$ cat config.mk
export PLATFORM = sky130hd
export DESIGN_NAME = fwd_source_pipe
export DESIGN_NICKNAME = d
export VERILOG_FILES = /design/src/rtl/fwd_source_pipe.sv
export SDC_FILE = /design/constraint.sdc
export NUM_CORES = 1
export LEC_CHECK = 0
export ABC_AREA = 1
export CORE_AREA = 2 2 138 140
export CTS_BUF_LIST = sky130_fd_sc_hd__clkbuf_16
export DETAILED_ROUTE_END_ITERATION = 10
export DIE_AREA = 0 0 140 142
export GPL_TIMING_DRIVEN = 1
export PLACE_DENSITY = 0.76
export SLEW_MARGIN = 5
export SYNTH_ARGS = -nofsm -noshare
export SYNTH_HDL_FRONTEND = slang
export SYNTH_SLANG_ARGS = --single-unit
$ cat constraint.sdc
create_clock -name clk -period 4.6 [get_ports clk]
set_clock_uncertainty 0.2 [all_clocks]
set_input_delay 0.46 -clock clk [delete_from_list [all_inputs] [get_ports clk]]
set_output_delay 0.46 -clock clk [all_outputs]
set_load 0.01 [all_outputs]
$ cat src/rtl/fwd_source_pipe.sv
// fwd_source_pipe: MEM/WB back half of the 5-stage pipeline with forwarding bundles.
// Define FWD_WB_BYPASS_EN to drive ALUres_wb from the WB stage; otherwise it reads 0.
module fwd_source_pipe #(
    parameter int STALL_CNT_W = 16
) (
    input  logic                   clk,
    input  logic                   reset,
    input  logic                   ex_valid,
    input  logic [31:0]            ex_alu_res,
    input  logic [31:0]            ex_store_data,
    input  logic [4:0]             ex_wr_addr,
    input  logic                   ex_regWr,
    input  logic                   ex_memToReg,
    input  logic                   ex_memWr,
    input  logic [4:0]             id_rs,
    input  logic [4:0]             id_rt,
    input  logic [31:0]            dmem_rdata,
    output logic [31:0]            dmem_addr,
    output logic [31:0]            dmem_wdata,
    output logic                   dmem_we,
    output logic [37:0]            ALUres_ex,
    output logic [37:0]            ALUres_mem,
    output logic [37:0]            ALUres_wb,
    output logic [31:0]            dw,
    output logic [4:0]             wr_addr,
    output logic                   wr_en,
    output logic                   load_stall,
    output logic [STALL_CNT_W-1:0] stall_count
);

    logic                   mem_valid;
    logic [31:0]            mem_res;
    logic [31:0]            mem_sdata;
    logic [4:0]             mem_addr;
    logic                   mem_regWr;
    logic                   mem_memToReg;
    logic                   mem_memWr;

    logic                   wb_valid;
    logic [31:0]            wb_data;
    logic [4:0]             wb_addr;
    logic                   wb_regWr;

    logic [STALL_CNT_W-1:0] stall_cnt;

    logic                   ew_ex;
    logic                   ew_mem;
    logic                   ew_wb;
    logic [31:0]            mem_data;
    logic                   rd_hit;

    // Effective writes: only valid, register-writing, non-$0 destinations count.
    always_comb begin
        ew_ex    = ex_valid & ex_regWr & (ex_wr_addr != 5'd0);
        ew_mem   = mem_valid & mem_regWr & (mem_addr != 5'd0);
        ew_wb    = wb_valid & wb_regWr & (wb_addr != 5'd0);
        mem_data = mem_memToReg ? dmem_rdata : mem_res;
        rd_hit   = (ex_wr_addr == id_rs) | (ex_wr_addr == id_rt);
    end

    // Load-use hazard: load result is not ready until the MEM stage.
    always_comb begin
        load_stall = ew_ex & ex_memToReg & rd_hit;
    end

    // Forwarding bundles and memory / regfile port drive.
    always_comb begin
        ALUres_ex  = {ew_ex & ~ex_memToReg, ex_wr_addr, ex_alu_res};
        ALUres_mem = {ew_mem, mem_addr, mem_data};
`ifdef FWD_WB_BYPASS_EN
        ALUres_wb  = {ew_wb, wb_addr, wb_data};
`else
        ALUres_wb  = 38'b0;
`endif
        dmem_addr   = mem_res;
        dmem_wdata  = mem_sdata;
        dmem_we     = mem_valid & mem_memWr;
        dw          = wb_data;
        wr_addr     = wb_addr;
        wr_en       = ew_wb;
        stall_count = stall_cnt;
    end

    // EX -> MEM register; bubbles carry no write, store or load side effects.
    always_ff @(posedge clk or posedge reset) begin
        if (reset) begin
            mem_valid    <= 1'b0;
            mem_res      <= 32'd0;
            mem_sdata    <= 32'd0;
            mem_addr     <= 5'd0;
            mem_regWr    <= 1'b0;
            mem_memToReg <= 1'b0;
            mem_memWr    <= 1'b0;
        end else begin
            mem_valid    <= ex_valid;
            mem_res      <= ex_alu_res;
            mem_sdata    <= ex_store_data;
            mem_addr     <= ex_wr_addr;
            mem_regWr    <= ex_valid & ex_regWr;
            mem_memToReg <= ex_valid & ex_memToReg;
            mem_memWr    <= ex_valid & ex_memWr;
        end
    end

    // MEM -> WB register; loads capture the memory read data here.
    always_ff @(posedge clk or posedge reset) begin
        if (reset) begin
            wb_valid <= 1'b0;
            wb_data  <= 32'd0;
            wb_addr  <= 5'd0;
            wb_regWr <= 1'b0;
        end else begin
            wb_valid <= mem_valid;
            wb_data  <= mem_data;
            wb_addr  <= mem_addr;
            wb_regWr <= mem_regWr;
        end
    end

    // Saturating count of load-use stall cycles.
    always_ff @(posedge clk or posedge reset) begin
        if (reset) begin
            stall_cnt <= '0;
        end else if (load_stall && (stall_cnt != '1)) begin
            stall_cnt <= stall_cnt + 1'b1;
        end
    end

endmodule

==> results.toml <==
[final_layout]
stdcell_area_um2 = 8700
final_util_pct = 47.1
fin_cells = 983
layout.nets = 851
syn2layout_area_growth_pct = 69.3
drive_above_1_share_pct = 9.52

[timing]
setup-violations-final = 0
tightest_slew_ns = 1.04
finalCritPeriodShare_pct = 68.8
worst_slack_ns = 1.43
setup_tns_ns = 0
finalHoldViolations = 0
rsz0062_at_grt = "false"
slew_headroom_pct = 30.5
final_max_slew_viol_count = 0
max_freq_mhz = 316
period_needed_ns = 3.17

[global_routing]
grt_pass1_wl_um = 24700
grt_pass1_vias = 4033
overflow = 0
antenna_found_initial = 3
grt.total_usage_pct = 17.0
grt_max_degree = 83

[synth]
synth_top_area_share_pct = 62.3
synthCells = 446
synth.cell_area_um2 = 5140
yosys.area_share.adder_pct = 0.244
synth_area_leaders = "dfrtp_1, buf_4, nand2_1"
ys_seq_area_share_pct = 62.3
synthSimpleGateAreaFrac_pct = 14.3
yosysMostFrequentCell = "dfrtp_1"
muxShareOfSynthArea_pct = 7.01
synth-async-reset-ratio_pct = 100
synth_edf_count = 0
synth_top_family_by_area = "simple AND/OR/NAND/NOR gates"
postSynthAreaPerCell_um2 = 11.5
ys.flop_type = "dfrtp_1"
synth_warnings = 0
synth_cell_types = 28
synth_top_area_cell = "dfrtp_1"
synth-xor-area-share_pct = 1.53
synth_compound_area_share_pct = 0.195
ys_ff_latch = 128
synth_commonest_cells = "dfrtp_1, nand2_1, buf_4, inv_1, mux2_2"

[placed_design]
place_ws_ns = 1.44
dp.cells = 948
port-buffer-count = 312
dpl_cell_area_um2 = 8100
gp_congestion = 0.870
hpwl_um = 13600

[clock_network]
cts_max_level = 4
cts_setup_buffers = 0
hold_buffers = 0
cts_made_buffers = 17
clkTransAtPathRegs_ns = 0.06
clock_path_buffers = 2
cts.sinks = 128
ctsResizeCount = 0
cts_tree = "built"
clk_latency_ns = 0.42
root_buffer = "clkbuf_16"

[drt]
routed-via-count = 4060
routedWlPerCell_um = 17.3
drc = 52
via_per_inst = 4.13
drtIter0Drc = 162
top_layer = "met4"
firstDrtPassIters = 8
drt.antenna.violating_nets = 0
wl_um = 17000
drt-met1-wl_um = 5980
wl_met2_um = 8910
route.met3.wl_um = 1490

[worst_setup_path]
critPathCaptureType = "primary output"
crit_type = "in -> out"
critical_path_required_ns = 3.94
arrival_ns = 2.51
crit_fanout = 18
start_kind = "primary input"

[power]
powerDensity_nw_per_um2 = 351
vdd_drop_max_mv = 0.241
leakage_nw = 3.82

[floorplan]
die-height_um = 142
io_pins = 351
rows = 50
die_w_um = 140
fp.coreArea_um2 = 18500
initial_utilization_pct = 27.8
dieArea_um2 = 19900

[job]
maxCapViolCount = 0

[outcome]
outcome = "complete, but fails checks"
violations = "DRC"

[hold_path]
hold_class = "reg -> reg"
## registers in the layout, summed over array words and instances, names as in the netlist
signal / flops
dmem_addr: 32
dmem_wdata: 32
dw: 32
stall_count: 16
mem_addr: 5
wr_addr: 5
mem_memToReg: 1
mem_memWr: 1
mem_regWr: 1
mem_valid: 1
wb_regWr: 1
wb_valid: 1
## final cells by class
| cell class | count | area [um^2] |
|---|---|---|
| Fill cell | 1738 | 9760 |
| Sequential cell | 128 | 3200 |
| Timing Repair Buffer | 315 | 3150 |
| Multi-Input combinational cell | 240 | 1340 |
| Clock buffer | 17 | 425 |
| Tap cell | 234 | 293 |
| Clock inverter | 15 | 166 |
| Inverter | 31 | 119 |
| Antenna cell | 3 | 7.51 |
## placed cells by master, fill, tap and decap left out, types with 3 or more instances in the layout
cell,Yosys,final
clkdlybuf4s50_1,0,312
dfrtp_1,128,128
nand2_1,88,88
conb_1,1,38
inv_1,30,29
mux2_2,27,27
nor2_1,24,24
nand4_1,23,23
clkbuf_16,0,17
nand3_1,12,12
xnor2_1,6,6
mux2_1,5,5
inv_6,0,5
inv_8,0,5
diode_2,0,3
xor2_1,3,3
buf_4,77,3
## cells by family after synthesis
family,Yosys count
xor gates and xnor gates,9
other,1
adders and majority gates,1
and+or+nand+nor,158
DFF,128
AOI/OAI and AO/OA,2
muxes,32
buffers and inverters,115
## power by group
group          switching (W)  leakage, nW  internal (W)  total, W
clock               0.000572        0.288      0.000773   0.00135
combinational       0.000206         2.00      0.000282  0.000488
sequential         0.0000293         1.53       0.00119   0.00122
## per-layer routing
metal  track usage, %  up-vias
met4             9.04        0
met5                0        -
met2             29.7      188
met1             18.0     1935
li1                 -     1899
met3             6.36       38
## metrics by stage
stage,total power [W],hold slack [ns]
after floorplan,0.00143,0.154
after global placement,0.00172,0.171
after detailed placement,0.00173,0.180
after CTS,0.00310,0.193
after global routing,0.00317,0.219
final,0.00305,0.191
## path summary, 6_finish.rpt
kind / from / endpoint / slack (ns) / depth (start not counted)
worst max-delay path: ex_wr_addr[4] / load_stall / 1.43 / 9
worst min-delay path: mem_regWr$_DFF_PP0_ / wb_regWr$_DFF_PP0_ / 0.19 / 0
worst max register to register: stall_count[0]$_DFFE_PP0P_ / stall_count[2]$_DFFE_PP0P_ / 2.60 / 7
worst min register to register: mem_regWr$_DFF_PP0_ / wb_regWr$_DFF_PP0_ / 0.19 / 0
max in group asynchronous: reset / dw[1]$_DFF_PP0_ / 2.81 / 3
min in group asynchronous: reset / dmem_wdata[15]$_DFF_PP0_ / 0.44 / 2
## worst max-delay path, stage by stage
cell	delay, ns
clkdlybuf4s50_1	0.59
inv_1	0.09
nand2_1	0.06
nand2_1	0.05
nor2_1	0.10
nand3_1	0.10
nand2_2	0.30
and2_1	0.21
clkdlybuf4s50_1	0.54
Power figures use the tool's default switching activity.
